File: src/rtl/regfile_sb_pkg.sv
// ---------------------------------------------------------------------------
// regfile_sb_pkg
// Shared defaults for the parametrised register file with scoreboard:
//   XLEN_DEF      default data width
//   NREGS_DEF     default number of architectural registers
//   REG_ZERO_IDX  index of the hardwired-zero register
// Optional feature macro used by the files importing this package:
//   RF_WRITE_BYPASS_EN  same-edge writeback forwarding into reads/hazards
// ---------------------------------------------------------------------------
package regfile_sb_pkg;

  localparam int XLEN_DEF     = 32;
  localparam int NREGS_DEF    = 16;
  localparam int REG_ZERO_IDX = 0;

endpackage : regfile_sb_pkg

File: src/rtl/regfile_sb_if.sv
// ---------------------------------------------------------------------------
// regfile_sb_if
// Bundle of the decode/issue/writeback signals of the register file.
//   we, rd, write_data          writeback port
//   re, rs1, rs2                read request
//   read_data_1, read_data_2    registered read data
//   alloc_valid, alloc_rd       pending-write allocation from issue
//   rs_busy_1, rs_busy_2        per-port outstanding-writeback flags
//   hazard                      read blocked by an outstanding writeback
// master: pipeline side driving requests; slave: the register file.
// ---------------------------------------------------------------------------
interface regfile_sb_if
  import regfile_sb_pkg::*;
#(
  parameter int XLEN  = XLEN_DEF,
  parameter int NREGS = NREGS_DEF
);

  localparam int AW = $clog2(NREGS);

  logic            we;
  logic [AW-1:0]   rd;
  logic [XLEN-1:0] write_data;
  logic            re;
  logic [AW-1:0]   rs1;
  logic [AW-1:0]   rs2;
  logic [XLEN-1:0] read_data_1;
  logic [XLEN-1:0] read_data_2;
  logic            alloc_valid;
  logic [AW-1:0]   alloc_rd;
  logic            rs_busy_1;
  logic            rs_busy_2;
  logic            hazard;

  modport master (
    output we, rd, write_data, re, rs1, rs2, alloc_valid, alloc_rd,
    input  read_data_1, read_data_2, rs_busy_1, rs_busy_2, hazard
  );

  modport slave (
    input  we, rd, write_data, re, rs1, rs2, alloc_valid, alloc_rd,
    output read_data_1, read_data_2, rs_busy_1, rs_busy_2, hazard
  );

endinterface : regfile_sb_if

File: src/rtl/regfile_sb_scoreboard.sv
// ---------------------------------------------------------------------------
// regfile_sb_scoreboard (rf_scoreboard role)
// Pending-write scoreboard: one busy bit per architectural register.
//   clk, reset            clock, async active-low reset
//   we, rd                writeback completing (clears busy[rd])
//   alloc_valid, alloc_rd producer issued (sets busy[alloc_rd])
//   re, rs1, rs2          read request being checked
//   rs_busy_1/2, hazard   combinational hazard outputs
// Macro RF_WRITE_BYPASS_EN: a writeback completing this cycle already
// resolves the hazard on the register it writes.
// ---------------------------------------------------------------------------
module regfile_sb_scoreboard
  import regfile_sb_pkg::*;
#(
  parameter int NREGS = NREGS_DEF,
  parameter int AW    = $clog2(NREGS)
) (
  input  logic          clk,
  input  logic          reset,
  input  logic          we,
  input  logic [AW-1:0] rd,
  input  logic          alloc_valid,
  input  logic [AW-1:0] alloc_rd,
  input  logic          re,
  input  logic [AW-1:0] rs1,
  input  logic [AW-1:0] rs2,
  output logic          rs_busy_1,
  output logic          rs_busy_2,
  output logic          hazard
);

  localparam logic [AW-1:0] REG_ZERO = AW'(REG_ZERO_IDX);

  logic [NREGS-1:0] busy_r;
  logic [NREGS-1:0] busy_next_s;
  logic             rs_busy_1_s;
  logic             rs_busy_2_s;

  // Next busy vector: clear on writeback, then set on alloc so a newer producer wins.
  always_comb begin
    busy_next_s = busy_r;
    for (int i = 0; i < NREGS; i++) begin
      if (we && (rd == AW'(i))) begin
        busy_next_s[i] = 1'b0;
      end else begin
        busy_next_s[i] = busy_r[i];
      end
      if (alloc_valid && (alloc_rd == AW'(i)) && (alloc_rd != REG_ZERO)) begin
        busy_next_s[i] = 1'b1;
      end else begin
        busy_next_s[i] = busy_next_s[i];
      end
    end
    busy_next_s[REG_ZERO_IDX] = 1'b0;
  end

  // Busy vector storage.
  always_ff @(posedge clk or negedge reset) begin
    if (!reset) begin
      busy_r <= {NREGS{1'b0}};
    end else begin
      busy_r <= busy_next_s;
    end
  end

  // Per-port busy lookup, optionally masked by a completing writeback.
  always_comb begin
`ifdef RF_WRITE_BYPASS_EN
    rs_busy_1_s = busy_r[rs1] && !(we && (rd == rs1));
    rs_busy_2_s = busy_r[rs2] && !(we && (rd == rs2));
`else
    rs_busy_1_s = busy_r[rs1];
    rs_busy_2_s = busy_r[rs2];
`endif
  end

  assign rs_busy_1 = rs_busy_1_s;
  assign rs_busy_2 = rs_busy_2_s;
  assign hazard    = re && (rs_busy_1_s || rs_busy_2_s);

endmodule : regfile_sb_scoreboard

File: src/rtl/regfile_sb.sv
// ---------------------------------------------------------------------------
// regfile_sb
// Parametrised integer register file (2 registered read ports, 1 write
// port, x0 hardwired to zero) with a pending-write scoreboard.
//   clk    clock, all state on rising edge
//   reset  asynchronous active-low reset
//   bus    regfile_sb_if.slave: writeback, read, alloc and hazard signals
// Macro RF_WRITE_BYPASS_EN: a read capturing the register being written on
// the same edge returns the new write_data instead of the old contents.
// ---------------------------------------------------------------------------
module regfile_sb
  import regfile_sb_pkg::*;
#(
  parameter int XLEN  = XLEN_DEF,
  parameter int NREGS = NREGS_DEF
) (
  input logic         clk,
  input logic         reset,
  regfile_sb_if.slave bus
);

  localparam int            AW       = $clog2(NREGS);
  localparam logic [AW-1:0] REG_ZERO = AW'(REG_ZERO_IDX);

  logic [XLEN-1:0] regs_r [NREGS];
  logic [XLEN-1:0] rdata_1_r;
  logic [XLEN-1:0] rdata_2_r;
  logic [XLEN-1:0] rdata_1_s;
  logic [XLEN-1:0] rdata_2_s;
  logic            hazard_s;

  regfile_sb_scoreboard #(
    .NREGS (NREGS),
    .AW    (AW)
  ) u_scoreboard (
    .clk         (clk),
    .reset       (reset),
    .we          (bus.we),
    .rd          (bus.rd),
    .alloc_valid (bus.alloc_valid),
    .alloc_rd    (bus.alloc_rd),
    .re          (bus.re),
    .rs1         (bus.rs1),
    .rs2         (bus.rs2),
    .rs_busy_1   (bus.rs_busy_1),
    .rs_busy_2   (bus.rs_busy_2),
    .hazard      (hazard_s)
  );

  assign bus.hazard = hazard_s;

  // Register storage; writes to x0 are dropped so it always reads zero.
  always_ff @(posedge clk or negedge reset) begin
    if (!reset) begin
      for (int i = 0; i < NREGS; i++) begin
        regs_r[i] <= {XLEN{1'b0}};
      end
    end else if (bus.we && (bus.rd != REG_ZERO)) begin
      regs_r[bus.rd] <= bus.write_data;
    end else begin
      regs_r[REG_ZERO_IDX] <= {XLEN{1'b0}};
    end
  end

  // Read-port source selection (zero register, optional same-edge forward).
  always_comb begin
    rdata_1_s = regs_r[bus.rs1];
    rdata_2_s = regs_r[bus.rs2];
`ifdef RF_WRITE_BYPASS_EN
    if (bus.we && (bus.rd == bus.rs1)) begin
      rdata_1_s = bus.write_data;
    end else begin
      rdata_1_s = regs_r[bus.rs1];
    end
    if (bus.we && (bus.rd == bus.rs2)) begin
      rdata_2_s = bus.write_data;
    end else begin
      rdata_2_s = regs_r[bus.rs2];
    end
`endif
    if (bus.rs1 == REG_ZERO) begin
      rdata_1_s = {XLEN{1'b0}};
    end else begin
      rdata_1_s = rdata_1_s;
    end
    if (bus.rs2 == REG_ZERO) begin
      rdata_2_s = {XLEN{1'b0}};
    end else begin
      rdata_2_s = rdata_2_s;
    end
  end

  // Read data registers; a hazard stalls both ports together.
  always_ff @(posedge clk or negedge reset) begin
    if (!reset) begin
      rdata_1_r <= {XLEN{1'b0}};
      rdata_2_r <= {XLEN{1'b0}};
    end else if (bus.re && !hazard_s) begin
      rdata_1_r <= rdata_1_s;
      rdata_2_r <= rdata_2_s;
    end else begin
      rdata_1_r <= rdata_1_r;
      rdata_2_r <= rdata_2_r;
    end
  end

  assign bus.read_data_1 = rdata_1_r;
  assign bus.read_data_2 = rdata_2_r;

endmodule : regfile_sb

File: src/flat_wrapper.sv
// flat-port wrapper written by rule: the top's interface ports become plain ports
module regfile_sb_flat import regfile_sb_pkg::*;
#(
  parameter int XLEN  = XLEN_DEF,
  parameter int NREGS = NREGS_DEF
)
  (clk, reset, bus_we, bus_rd, bus_write_data, bus_re, bus_rs1, bus_rs2, bus_alloc_valid, bus_alloc_rd, bus_read_data_1, bus_read_data_2, bus_rs_busy_1, bus_rs_busy_2, bus_hazard);
  regfile_sb_if #(.XLEN(XLEN), .NREGS(NREGS)) bus_i ();
  input logic clk;
  input logic reset;
  input wire logic [$bits(bus_i.we)-1:0] bus_we;
  input wire logic [$bits(bus_i.rd)-1:0] bus_rd;
  input wire logic [$bits(bus_i.write_data)-1:0] bus_write_data;
  input wire logic [$bits(bus_i.re)-1:0] bus_re;
  input wire logic [$bits(bus_i.rs1)-1:0] bus_rs1;
  input wire logic [$bits(bus_i.rs2)-1:0] bus_rs2;
  input wire logic [$bits(bus_i.alloc_valid)-1:0] bus_alloc_valid;
  input wire logic [$bits(bus_i.alloc_rd)-1:0] bus_alloc_rd;
  output wire logic [$bits(bus_i.read_data_1)-1:0] bus_read_data_1;
  output wire logic [$bits(bus_i.read_data_2)-1:0] bus_read_data_2;
  output wire logic [$bits(bus_i.rs_busy_1)-1:0] bus_rs_busy_1;
  output wire logic [$bits(bus_i.rs_busy_2)-1:0] bus_rs_busy_2;
  output wire logic [$bits(bus_i.hazard)-1:0] bus_hazard;
  assign bus_i.we = bus_we;
  assign bus_i.rd = bus_rd;
  assign bus_i.write_data = bus_write_data;
  assign bus_i.re = bus_re;
  assign bus_i.rs1 = bus_rs1;
  assign bus_i.rs2 = bus_rs2;
  assign bus_i.alloc_valid = bus_alloc_valid;
  assign bus_i.alloc_rd = bus_alloc_rd;
  assign bus_read_data_1 = bus_i.read_data_1;
  assign bus_read_data_2 = bus_i.read_data_2;
  assign bus_rs_busy_1 = bus_i.rs_busy_1;
  assign bus_rs_busy_2 = bus_i.rs_busy_2;
  assign bus_hazard = bus_i.hazard;
  regfile_sb #(.XLEN(XLEN), .NREGS(NREGS)) u_core (.clk(clk), .reset(reset), .bus(bus_i));
endmodule
File: config.mk
export PLATFORM = sky130hd
export DESIGN_NAME = regfile_sb_flat
export DESIGN_NICKNAME = d
export VERILOG_FILES = /design/src/rtl/regfile_sb_pkg.sv /design/src/rtl/regfile_sb_if.sv /design/src/rtl/regfile_sb_scoreboard.sv /design/src/rtl/regfile_sb.sv /design/src/flat_wrapper.sv
export SDC_FILE = /design/constraint.sdc
export NUM_CORES = 1
export LEC_CHECK = 0
export BUFFER_PORTS_ARGS = -buffer_cell sky130_fd_sc_hd__buf_2
export CORE_AREA = 5 5 266 268
export DETAILED_ROUTE_END_ITERATION = 8
export DIE_AREA = 0 0 271 273
export GPL_TIMING_DRIVEN = 0
export SKIP_LAST_GASP = 1
export SLEW_MARGIN = 10
export SYNTH_ARGS = -nofsm -noshare
export SYNTH_HDL_FRONTEND = slang
export SYNTH_SLANG_ARGS = --single-unit
File: constraint.sdc
create_clock -name clk -period 2.35 [get_ports clk]
set_input_delay 0.1175 -clock clk [delete_from_list [all_inputs] [get_ports clk]]
set_output_delay 0.1175 -clock clk [all_outputs]
set_load 0.01 [all_outputs]
Word level (Yosys, flattened, before mapping)
Cells that the tools add are included.
Widths: inputs -> output; s select.
{"block": "word_totals", "register_bits": 591, "output_inout_bits": 67, "input_bits": 53}
{"block": "classes", "bitwise": 3, "mux": 46, "reduce_logical": 70, "eq_ne": 30, "order_cmp": 6}
{"op": "$bwmux 512", "n": 1}
{"op": "$bmux 32 s4", "n": 2}
{"op": "$mux 32", "n": 8}
{"op": "$demux 32 s4", "n": 1}
{"op": "$eq 4x4->1 const B", "n": 16}
{"op": "$logic_and 1x1->1", "n": 49}
{"op": "$eq 4x3->1 const B", "n": 8}
{"op": "$mux 1", "n": 32}
{"op": "$reduce_bool 2->1", "n": 15}
{"op": "$eq 4x2->1 const B", "n": 4}
{"op": "$ge 5x5->1 const B", "n": 3}
{"op": "$not 4->5", "n": 3}
{"op": "$lt 4x5->1 const B", "n": 2}
{"op": "$bmux 1 s4", "n": 2}
{"op": "$eq 4x1->1 const B", "n": 2}
{"op": "$logic_not 4->1", "n": 2}
{"op": "$reduce_bool 4->1", "n": 2}
{"op": "$lt 5x1->1 const B", "n": 1}
{"op": "$logic_not 1->1", "n": 1}
{"op": "$logic_or 1x1->1", "n": 1}

Longest topological paths before layout
Gate-level depths: netlist of run 1.
{"block": "depth", "ltp_word": 7, "mapped_depth": 10, "mapped_depth_nobuf": 5}

Cells and area by module
From an unflattened synthesis of run 1, not the netlist that was laid out.
{"block": "unflattened", "hier_cells": 2248, "hier_area_um2": 30409.2}
{"module": "regfile_sb", "n_inst": 1, "area_each_um2": 29492.0, "cells_per_inst": 2159}
{"module": "regfile_sb_scoreboard", "n_inst": 1, "area_each_um2": 917.1, "cells_per_inst": 89}

Worst setup path after synthesis of run 1
No wires, ideal clock.
{"block": "synth_path", "path_type": "input -> register", "startpoint": "input bus_rs1[1]", "endpoint": "register u_core.rdata_1_r[0] (netlist: u_core.bus.read_data_1[0])", "setup_slack_ps": 146, "setup_ps": 125, "t_arrival_ps": 2079, "path_stages": 7, "cell_sequence": "buf_2 -> clkbuf_1 -> clkbuf_1 -> mux4_2 -> mux4_2 -> nor2b_1 -> mux2_2"}
{"block": "synth_between", "elab_chain_len": 6, "word_cells_on_any_way": 12, "cone_classes": "6 x mux; 1 x bitwise; 5 x reduce/logical"}
{"item": "from (decl)", "line_no": "flat_wrapper.sv:15", "rtl": "input wire logic [$bits(bus_i.rs1)-1:0] bus_rs1;"}
{"item": "$bmux 1 s4", "line_no": "regfile_sb_scoreboard.sv:72", "rtl": "rs_busy_1_s = busy_r[rs1];"}
{"item": "$mux 1 (implied by the code)", "line_no": "regfile_sb_scoreboard.sv:72"}
{"item": "$logic_or 1x1->1", "line_no": "regfile_sb_scoreboard.sv:79", "rtl": "assign hazard = re && (rs_busy_1_s || rs_busy_2_s);"}
{"item": "$logic_and 1x1->1", "line_no": "regfile_sb_scoreboard.sv:79"}
{"item": "$logic_not 1->1", "line_no": "regfile_sb.sv:98", "rtl": "end else if (bus.re && !hazard_s) begin"}
{"item": "$logic_and 1x1->1", "line_no": "regfile_sb.sv:98"}
{"item": "to (signal assigned)", "line_no": "regfile_sb.sv:96", "rtl": "rdata_1_r <= {XLEN{1'b0}};"}
{"item": "to (signal assigned)", "line_no": "regfile_sb.sv:99", "rtl": "rdata_1_r <= rdata_1_s;"}
{"item": "to (signal assigned)", "line_no": "regfile_sb.sv:102", "rtl": "rdata_1_r <= rdata_1_r;"}
{"item": "to (decl)", "line_no": "regfile_sb.sv:26", "rtl": "logic [XLEN-1:0] rdata_1_r;"}
Several ways; a longest one is shown, not always the timed one. The select of a mux whose other input is x is not followed.
A chain may end at the register's enable or synchronous reset.

Final worst setup path of run 1
{"block": "layout_path", "startpoint": "register u_core.u_scoreboard.busy_r[12]", "endpoint": "output bus_hazard"}
{"block": "layout_between", "elab_chain_len": 4, "word_cells_on_any_way": 6, "cone_classes": "4 x mux; 2 x reduce/logical"}
{"item": "from (decl)", "line_no": "regfile_sb_scoreboard.sv:34", "rtl": "logic [NREGS-1:0] busy_r;"}
{"item": "from (signal assigned)", "line_no": "regfile_sb_scoreboard.sv:60", "rtl": "busy_r <= {NREGS{1'b0}};"}
{"item": "from (signal assigned)", "line_no": "regfile_sb_scoreboard.sv:62", "rtl": "busy_r <= busy_next_s;"}
{"item": "$bmux 1 s4, on equally long branches", "line_no": "regfile_sb_scoreboard.sv:72, regfile_sb_scoreboard.sv:73"}
{"item": "$mux 1, on equally long branches", "line_no": "regfile_sb_scoreboard.sv:72, regfile_sb_scoreboard.sv:73"}
{"item": "$logic_or 1x1->1 (*)", "line_no": "regfile_sb_scoreboard.sv:79"}
{"item": "$logic_and 1x1->1 (*)", "line_no": "regfile_sb_scoreboard.sv:79"}
{"item": "to (decl)", "line_no": "flat_wrapper.sv:23", "rtl": "output wire logic [$bits(bus_i.hazard)-1:0] bus_hazard;"}
Mark *: on every way between the ends. The rest lies on a longest branch, timed or not. The select of a mux whose other input is x is not followed.

==> results of run 1 <==
[cell type report]
cell class              instances  area, um^2
multi-input cells            1044       14800
diodes                          2        5.00
plain buffers                 177         998
clock buffers                 103        2080
clock inverters                16         139
well taps                     882        1100
inverters                       3        11.3
repair buffers                170        1360
flip-flops and latches        591       14800
fillers                      5644       32900
[synthesized netlist by cell type (3+ instances only)]
| master | instances |
|---|---|
| or3_1 | 3 |
| nand2b_1 | 4 |
| and2_1 | 32 |
| nand2_1 | 9 |
| dfrtp_1 | 591 |
| o31ai_1 | 3 |
| buf_2 | 15 |
| o21ai_0 | 20 |
| nor3b_1 | 3 |
| buf_4 | 7 |
| nor2b_1 | 66 |
| mux2i_1 | 5 |
| nor2_1 | 9 |
| clkbuf_1 | 129 |
| mux2_2 | 546 |
| nand3_1 | 3 |
| nand3b_1 | 5 |
| buf_1 | 5 |
| inv_1 | 3 |
| mux4_2 | 325 |
| buf_6 | 21 |
[cell families (layout without fill, tap and decap cells)]
| logic type | Yosys count | count (layout) | synth area share |
|---|---|---|---|
| and+or+nand+nor | 137 | 137 | 0.0271 |
| buffers and inverters | 180 | 469 | 0.0291 |
| other | 0 | 2 | 0 |
| muxes | 877 | 877 | 0.448 |
| DFF | 591 | 591 | 0.490 |
| AOI/OAI and AO/OA | 30 | 30 | 0.00613 |
[cells in the final DEF, fill, tap and decap left out, types with 3 or more instances in the layout]
master,instances
nand3_1,3
dlygate4sd3_1,43
nor2b_1,65
nor2_1,9
clkbuf_16,77
buf_12,9
or3_1,3
buf_2,122
nand2b_1,4
mux2i_1,4
clkbuf_2,26
dfrtp_1,591
inv_1,3
mux4_2,325
o31ai_1,3
clkbuf_1,120
mux2_4,44
buf_6,22
buf_16,6
and2_1,32
clkbuf_8,18
nand3b_1,5
buf_4,5
mux2_2,502
nand2_1,9
o21ai_0,20
clkinv_2,11
[stage by stage]
step	TNS [ps]	util	worst slack (ps)	total power, mW	instances
detailed placement	-99380	0.470	-1120	22.4	2812
finish	-6260	0.517	-140	33.5	2988
floorplan	0	-	146	19.7	1815
global route	-9900	0.517	-195	35.0	2986
CTS	-2030	0.513	-98.8	33.3	2983
global placement	-6609800	0.468	-11120	22.0	2806
[state kept, by name, indices dropped and copies added (netlist names)]
| name | cells |
|---|---|
| u_core.bus.read_data_1 | 32 |
| u_core.bus.read_data_2 | 32 |
| u_core.regs_r | 512 |
| u_core.u_scoreboard.busy_r | 15 |
[worst paths after layout]
kind                                                             end  slack, ps
hold reg to reg               u_core.bus.read_data_1[28]$_DFFE_PN0P_        500
setup reg to reg              u_core.bus.read_data_1[19]$_DFFE_PN0P_       -140
setup / recovery                                          bus_hazard       -140
hold / removal             u_core.u_scoreboard.busy_r[7]$_DFFE_PN0P_         50
min in group asynchronous             u_core.regs_r[348]$_DFFE_PN0P_         90
max in group asynchronous              u_core.regs_r[79]$_DFFE_PN0P_        450
[power groups by stage]
stage	Sequential [mW]	Combinational (mW)	Clock, mW
floorplan	14.3	5.42	0
global placement	14.3	7.68	0
detailed placement	14.5	7.89	0
CTS	14.4	8.16	10.8
global route	14.8	9.01	11.3
finish	14.4	8.42	10.6
[layer usage]
layer | wire (um) | track usage | share of wire | vias to the layer above
li1 | - | - | - | 7528
met1 | 39100 | 0.349 | 0.42 | 10200
met2 | 44000 | 0.398 | 0.47 | 710
met3 | 6600 | 0.0587 | 0.070 | 213
met4 | 3920 | 0.101 | 0.042 | 2
met5 | 13 | 0 | 0.00014 | -
[worst max-delay path, stage by stage, from the launching register on]
cell and delay, ps:
dfrtp_1 410, mux4_2 480, o22ai_2 200, o32ai_4 160, buf_4 180, o21a_1 180
buf_2 140
[what timing repair did]
item | 4_1_cts | 5_1_grt
setup endpoints to repair | 64 | 138
pin swaps | 2 | 1
gates resized for setup | 55 | 61
buffers inserted | 6 | 1
endpoints found under the hold margin | 265 | 0
cloned | 3 | 5
hold buffers | 43 | 0
==> impl_metrics.csv, run 1 <==
group,metric,value,unit
synthesis,synth_ff_type,"dfrtp_1",
cts,clk-insertion-delay-late,610,ps
sta,finalMaxSlewViolations,0,
synthesis,synth.distinct_cells,30,
synthesis,yosysTopAreaCell,"dfrtp_1",
cts,cts_buffer_depth,3,
floorplan,initial_utilization,0.443,
routing,final_antenna_net_count,0,
grt,grt_pass1_vias,20400,
pwr,clock_power_share,0.318,
synthesis,synth_top_area_frac,0.490,
pwr,p_leak,14.8,nW
synthesis,synthCells,1815,
cts,ctsHtreeMaxLevel,3,
synthesis,synthTopCellsByArea,"dfrtp_1 49%, mux4_2 24%, mux2_2 20%",
sta,finalHoldViolCount,0,
min_path,min_path_type,"primary input to register",
routing,drc,0,
critical_path,cp-end-kind,"output port",
place,routabilityCongestion,0.870,
critical_path,reg2reg_depth,7,
grt,grt_use_total,0.254,
final_layout,syn_to_final_growth,16.7,%
synthesis,netlist_area,30200,um^2
job,max_cap_violations,0,
place,post_dp_cell_area,32000,um^2
synthesis,synth.net_count,1868,
grt,grt_max_degree,106,
cts,cts_tree,"built",
sta,min_period_over_period,1.06,
final_layout,drive_gt1_frac,0.561,
critical_path,start_kind,"register",
routing,vias,18700,
sta,fin_skew,35.1,ps
cts,cts_made_buffers,69,
pwr,ir_drop,0.439,mV
synthesis,synth_seq_area_share,0.490,
floorplan,core.rowCount,96,
min_path,min_from,"bus_rd[1]",
floorplan,die_area,74000,um^2
sta,fin_crit,2490,ps
pwr,power_frac_comb,0.251,
sta,final-setup-viol-count,64,
synthesis,yosys_warnings,0,
cts,cts_root_buf,"clkbuf_16",
routing,firstDrtPassIters,5,
synthesis,ys_seq_elements,591,
sta,worst_slack,-140,ps
outcome,outcome,"finished with violations",
sta,rsz0062_at_grt,"yes",
pwr,swShare,0.275,
critical_path,required,2230,ps
critical_path,path_class,"register to output port",
routing,via_per_inst,6.25,
grt,antenna_found_initial,4,
floorplan,io_pins,120,
place,dp_hpwl,59.7,mm
cts,clk_pin_slew,60,ps
sta,fmax,402,MHz
final_layout,design_area,35200,um^2
critical_path,arrival,2370,ps
floorplan,die_x,271,um
critical_path,startpoint,"u_core.u_scoreboard.busy_r[12]$_DFFE_PN0P_",
place,port_buffers,109,
pwr,power.internal,24.3,mW
pwr,pwr-share-seq,0.431,
grt,grt_remaining_overflow,0,
critical_path,worstPathMaxFanout,3,
floorplan,die_h,273,um
routing,routedWlPerCell,31.3,um
synthesis,avgSynthCellArea,16.6,um^2
pwr,power.density,950,nW/um^2
grt,grt_pass1_wl,138,mm
sta,max_slew_margin,0.119,
min_path,worstHoldPathCells,4,
pwr,switchingPower,9.20,mW
outcome,violations,"setup timing",
sta,timing.hold.ws,52.1,ps
final_layout,nets,2109,
routing,drtIter0Drc,1779,
routing,wirelength,93.6,mm
floorplan,core,68100,um^2
cts,cts.sinks,591,
synthesis,async_flop_share,1.00,
synthesis,synth_edf_count,0,
sta,worstMarginPinSlew,1320,ps
critical_path,rr_startpoint,"u_core.u_scoreboard.busy_r[12]$_DFFE_PN0P_",
No activity file was read; power rests on OpenSTA's default activity.
==> run 2: changes to the inputs <==
Settings changed: CORE_AREA 5 5 266 268 to 5 5 280 254, DIE_AREA 0 0 271 273 to 0 0 285 259.
==> run 2 against run 1 <==
Effect of this change:
- the flow still finishes with violations (setup timing)
- hold slack got worse by 25 ps
- worst setup slack improved by 5.8 ps
- cell count fell by 0.20%
- global-route usage fell by 0.24 points
- sequential cell count did not move
- maximum frequency rose by 0.23%
- utilization fell by 0.25 points
- first-iteration DRC count fell by 17%
- non-clock buffer count fell by 4
==> impl_metrics.csv, run 2 (synthesis gave the netlist of run 1 again) <==
group,metric,value,unit
cts,cts_buffer_depth,3,
final_layout,largest_register,"u_core.regs_r",
critical_path,worstPathMaxFanout,10,
final_layout,syn_to_final_growth,15.9,%
critical_path,path_cells,"mux4_2 > mux2i_2 > mux2i_4 > nor3b_2 > buf_4 > buf_12 > buf_12 > mux2_2",
routing,final_antenna_net_count,0,
cts,clk_pin_slew,60,ps
place,pre_cts_ws,-1070,ps
sta,setup_tns,-4890,ps
routing,drc,0,
critical_path,path_class,"register to register",
cts,clk-insertion-delay-late,610,ps
critical_path,start_kind,"register",
floorplan,core.rowCount,91,
grt,grt-busiest-layer,"met2",
floorplan,io_pins,120,
job,max_cap_violations,0,
cts,cts_tree,"built",
final_layout,nets,2103,
place,routabilityCongestion,0.866,
routing,drtIter0Drc,1482,
sta,fin_skew,16.0,ps
outcome,outcome,"finished with violations",
routing,routedWlPerCell,31.0,um
place,port_buffers,109,
place,dp_hpwl,60.1,mm
grt,grt_use_met3,0.0655,
sta,min_period_over_period,1.06,
pwr,p_leak,14.6,nW
final_layout,fill_cells,5600,
final_layout,utilization,0.515,
grt,grt_max_degree,109,
sta,worstMarginPinSlew,1320,ps
grt,met1_usage,0.348,
floorplan,die_h,259,um
sta,fmax,403,MHz
grt,grt_remaining_overflow,0,
cts,cts_root_buf,"clkbuf_16",
sta,final-setup-viol-count,61,
grt,grt_pass1_wl,137,mm
critical_path,rr_startpoint,"u_core.u_scoreboard.busy_r[15]$_DFFE_PN0P_",
sta,finalHoldViolCount,0,
critical_path,required,2830,ps
floorplan,die_area,73800,um^2
critical_path,path_common_cell,"buf_12",
sta,finalMaxSlewViolations,0,
pwr,power.density,943,nW/um^2
cts,cts.sinks,591,
final_layout,diodes,0,
sta,fin_crit,2480,ps
critical_path,slowest_stage,"mux4_2",
outcome,violations,"setup timing",
grt,met2_usage,0.397,
routing,vias,18500,
min_path,min_path_type,"primary input to asynchronous set/reset pin",
sta,worst_slack,-134,ps
floorplan,die_x,285,um
final_layout,layout_common_cells,"591 x dfrtp_1, 527 x mux2_2, 325 x mux4_2, 122 x clkbuf_1, 122 x buf_2",
routing,wirelength,92.4,mm
critical_path,r2r_end,"u_core.bus.read_data_2[20]$_DFFE_PN0P_",
routing,via_per_inst,6.19,
critical_path,reg2reg_depth,8,
critical_path,r2r_slack,-130,ps
sta,timing.hold.ws,27.5,ps
final_layout,drive_gt1_frac,0.559,
critical_path,cpPeakStageDelay,490,ps
cts,cts_made_buffers,67,
critical_path,arrival,2970,ps
grt,antenna_found_initial,0,
floorplan,core,68000,um^2
grt,grt_pass1_vias,20000,
pwr,totalPowerFinal,33.0,mW
final_layout,layout_commonest_cell,"dfrtp_1",
grt,grt_use_total,0.252,
pwr,ir_drop,0.495,mV
sta,max_slew_margin,0.120,
final_layout,largest_reg_flops,512,
sta,rsz0062_at_grt,"yes",
critical_path,cp-end-kind,"register",
routing,firstDrtPassIters,5,
floorplan,initial_utilization,0.444,
cts,ctsHtreeMaxLevel,3,
## run 2: cell count changes in the layout (fill, tap and decap cells not counted), moves of 4 or more
cell,delta
inv_6,+5
clkbuf_16,-6
mux2_4,-25
mux2_2,+25
clkbuf_8,-4
## run 2: layout make-up
type | count | area, um^2 | area share
clock buffers | 99 | 1960 | 0.0559
flip-flops and latches | 591 | 14800 | 0.423
clock inverters | 19 | 179 | 0.00511
inverters | 3 | 11.3 | 0.000322
plain buffers | 177 | 986 | 0.0282
repair buffers | 166 | 1300 | 0.0370
well taps | 883 | 1100 | 0.0316
multi-input cells | 1044 | 14700 | 0.419
## run 2: how the worst max path moves through the flow
stage | from | slack [ps] | to
final | u_core.u_scoreboard.busy_r[15]$_DFFE_PN0P_ | -130 | u_core.bus.read_data_2[20]$_DFFE_PN0P_
after global routing | u_core.u_scoreboard.busy_r[4]$_DFFE_PN0P_ | -200 | u_core.bus.read_data_2[18]$_DFFE_PN0P_
after floorplan | bus_rs1[1] | 150 | u_core.bus.read_data_1[0]$_DFFE_PN0P_
after global placement | reset | -11210 | u_core.bus.read_data_1[14]$_DFFE_PN0P_
after CTS | u_core.u_scoreboard.busy_r[4]$_DFFE_PN0P_ | -100 | u_core.bus.read_data_2[20]$_DFFE_PN0P_
after detailed placement | bus_rs2[1] | -1070 | u_core.bus.read_data_2[12]$_DFFE_PN0P_
## run 2: metrics by stage
| stage | cell area, um^2 | std cells |
|---|---|---|
| CTS | 34800 | 2979 |
| global placement | 31900 | 2807 |
| floorplan | 30200 | 1815 |
| finish | 35000 | 2982 |
| global route | 35000 | 2982 |
| detailed placement | 32000 | 2813 |
## run 2: per-layer routing
metal	vias up	part of all wire
met4	0	0.035
met3	189	0.070
met1	10100	0.43
met2	684	0.47
li1	7499	-
met5	-	0
## run 2: power by group
part / total (mW) / switching [mW] / internal, mW / leakage (nW)
Sequential: 14.4 / 1.68 / 12.7 / 7.31
Combinational: 8.23 / 3.13 / 5.10 / 6.25
Clock: 10.4 / 4.36 / 6.01 / 1.06
## run 2: what timing repair did
item / CTS / global route
setup endpoints to repair: 65 / 156
endpoints found under the hold margin: 376 / 0
pin swaps: 1 / 3
hold buffers: 43 / 0
gates resized for setup: 51 / 28
setup buffers: 4 / 1
cloned: 1 / 3
## run 2: worst max-delay path: cells and delay by family (launching register included)
family,cells,cell delay [ps]
buffers and inverters,3,510
DFF,1,400
muxes,4,1210
and+or+nand+nor,1,210
==> run 3: changes to the inputs <==
Settings changed: ABC_CLOCK_PERIOD_IN_PS set to 2350, CTS_BUF_LIST set to sky130_fd_sc_hd__clkbuf_2 sky130_fd_sc_hd__clkbuf_4 sky130_fd_sc_hd__clkbuf_8, MAX_ROUTING_LAYER set to met4.
==> run 3 against run 2 <==
Effect of this change:
- the run still ends with setup timing left
- combinational power up 1%
- count of clock-buffer cells in the layout grew 63
- clock skew up 13 ps
- sequential power about the same
- highest routed layer unchanged
- critical path depth did not move
- cell count grew 2.6%
==> impl_metrics.csv, run 3 (synthesis gave the netlist of run 1 again) <==
group,metric,value,unit
place,routabilityCongestion,0.881,
grt,grt_pass1_vias,20300,
grt,antenna_found_initial,3,
sta,max_slew_margin,0.187,
sta,fin_skew,28.9,ps
sta,fmax,406,MHz
sta,min_period_over_period,1.05,
sta,finalMaxSlewViolations,0,
critical_path,cp-end-kind,"register",
cts,ctsHtreeMaxLevel,3,
routing,drtIter0Drc,1618,
final_layout,drive_gt1_frac,0.583,
critical_path,path_class,"register to register",
cts,cts_buffer_depth,3,
sta,fin_crit,2460,ps
final_layout,nets,2148,
sta,rsz0062_at_grt,"yes",
floorplan,die_x,285,um
outcome,violations,"setup timing",
grt,grt_pass1_wl,137,mm
critical_path,worstPathMaxFanout,10,
routing,via_per_inst,6.10,
cts,cts_made_buffers,104,
place,port_buffers,109,
final_layout,syn_to_final_growth,16.7,%
floorplan,core.rowCount,91,
cts,cts_root_buf,"clkbuf_8",
final_layout,largest_register,"u_core.regs_r",
grt,grt_use_total,0.260,
floorplan,io_pins,120,
sta,final-setup-viol-count,63,
grt,grt_max_degree,109,
place,dp_cells,2813,
pwr,p_leak,14.8,nW
pwr,power.density,931,nW/um^2
critical_path,path_common_cell,"buf_12",
critical_path,reg2reg_depth,8,
floorplan,core,68000,um^2
outcome,outcome,"finished with violations",
cts,cts.sinks,591,
routing,wirelength,92.7,mm
routing,drc,0,
floorplan,die_h,259,um
critical_path,required,2930,ps
place,pre_cts_ws,-1070,ps
final_layout,largest_reg_flops,512,
final_layout,instances_no_fill,3061,
pwr,ir_drop,0.443,mV
min_path,min_path_type,"primary input to asynchronous set/reset pin",
floorplan,initial_utilization,0.444,
cts,clk-insertion-delay-late,710,ps
critical_path,slowest_stage,"mux4_2",
final_layout,utilization,0.519,
critical_path,path_cells,"mux4_2 > mux2i_2 > mux2i_4 > nor3b_2 > buf_4 > buf_12 > buf_12 > mux2_2",
sta,worst_slack,-113,ps
cts,clk_pin_slew,70,ps
routing,firstDrtPassIters,6,
job,max_cap_violations,0,
routing,routedWlPerCell,30.3,um
cts,cts_tree,"built",
critical_path,arrival,3050,ps
final_layout,layout_commonest_cell,"dfrtp_1",
grt,grt_remaining_overflow,0,
routing,final_antenna_net_count,0,
place,post_dp_cell_area,32000,um^2
critical_path,r2r_slack,-110,ps
critical_path,rr_startpoint,"u_core.u_scoreboard.busy_r[4]$_DFFE_PN0P_",
floorplan,die_area,73800,um^2
critical_path,start_kind,"register",
critical_path,r2r_end,"u_core.bus.read_data_1[17]$_DFFE_PN0P_",
place,dp_hpwl,60.1,mm
critical_path,cpPeakStageDelay,480,ps
final_layout,layout_common_cells,"590 x dfrtp_1, 515 x mux2_2, 325 x mux4_2, 135 x clkbuf_8, 123 x buf_2",
sta,worstMarginPinSlew,1220,ps
final_layout,design_area,35300,um^2
routing,vias,18700,
sta,finalHoldViolCount,0,
[run 3: cell count changes in the layout (fill, tap and decap cells not counted), moves of 3 or more]
cell	change
buf_4	-3
clkbuf_8	+121
clkbuf_16	-68
clkinv_2	+6
clkbuf_2	+10
dlygate4sd3_1	+9
mux2_4	+12
clkbuf_1	-27
inv_6	-4
diode_2	+3
mux2_2	-12
clkbuf_4	+26
clkinvlp_4	+4
[run 3: worst max-delay path by stage]
stage                                               from                                endpoint  slack (ps)  depth (start not counted)
6_report       u_core.u_scoreboard.busy_r[4]$_DFFE_PN0P_  u_core.bus.read_data_1[17]$_DFFE_PN0P_        -110                          8
5_1_grt        u_core.u_scoreboard.busy_r[4]$_DFFE_PN0P_                              bus_hazard        -190                          5
3_3_place_gp                                       reset  u_core.bus.read_data_1[14]$_DFFE_PN0P_      -11210                          1
2_1_floorplan                                 bus_rs1[1]   u_core.bus.read_data_1[0]$_DFFE_PN0P_         150                          7
4_1_cts        u_core.u_scoreboard.busy_r[6]$_DFFE_PN0P_                              bus_hazard        -100                          5
3_5_place_dp                                  bus_rs2[1]  u_core.bus.read_data_2[12]$_DFFE_PN0P_       -1070                          7
[run 3: area by class of cell]
class	count	area (um^2)
plain buffers	177	997
inverters	3	11.3
flip-flops and latches	591	14800
multi-input cells	1044	14700
repair buffers	174	1400
clock buffers	162	2060
well taps	883	1100
diodes	3	7.51
fillers	5620	32700
clock inverters	24	169
[run 3: report_power, final]
group	internal, mW	switching [mW]
sequential	12.7	1.68
combinational	5.17	3.15
clock	5.68	4.43
[run 3: metal layers]
metal,GRT usage,routed length [um],vias to the layer above
li1,-,-,7607
met1,0.345,39200,10100
met2,0.394,43500,736
met3,0.0715,6890,202
met4,0.0823,3090,0
met5,-,0,-
[run 3: worst max-delay path: cells and delay by family (launching register included)]
family,cells,cell delay [ps]
flops,1,410
buf+inv,3,520
mux,4,1200
simple gates,1,190
[run 3: timing repair]
item                                    CTS  global route
gates resized for setup                  40            91
hold buffers                             53             0
endpoints found under the setup margin   67           202
cloned                                    0             3
hold endpoints to repair                378             0
pin swaps                                 1             1
setup buffers                             2             1
[run 3: per-stage QoR]
| step | power (mW) | hold WS (ps) | TNS (ps) |
|---|---|---|---|
| 2_1_floorplan | 19.7 | -178 | 0 |
| 3_3_place_gp | 22.0 | 422 | -6663110 |
| 3_5_place_dp | 22.4 | 78.6 | -104390 |
| 4_1_cts | 32.8 | 19.0 | -3160 |
| 5_1_grt | 34.4 | 57.0 | -7350 |
| 6_report | 32.8 | 38.7 | -3870 |
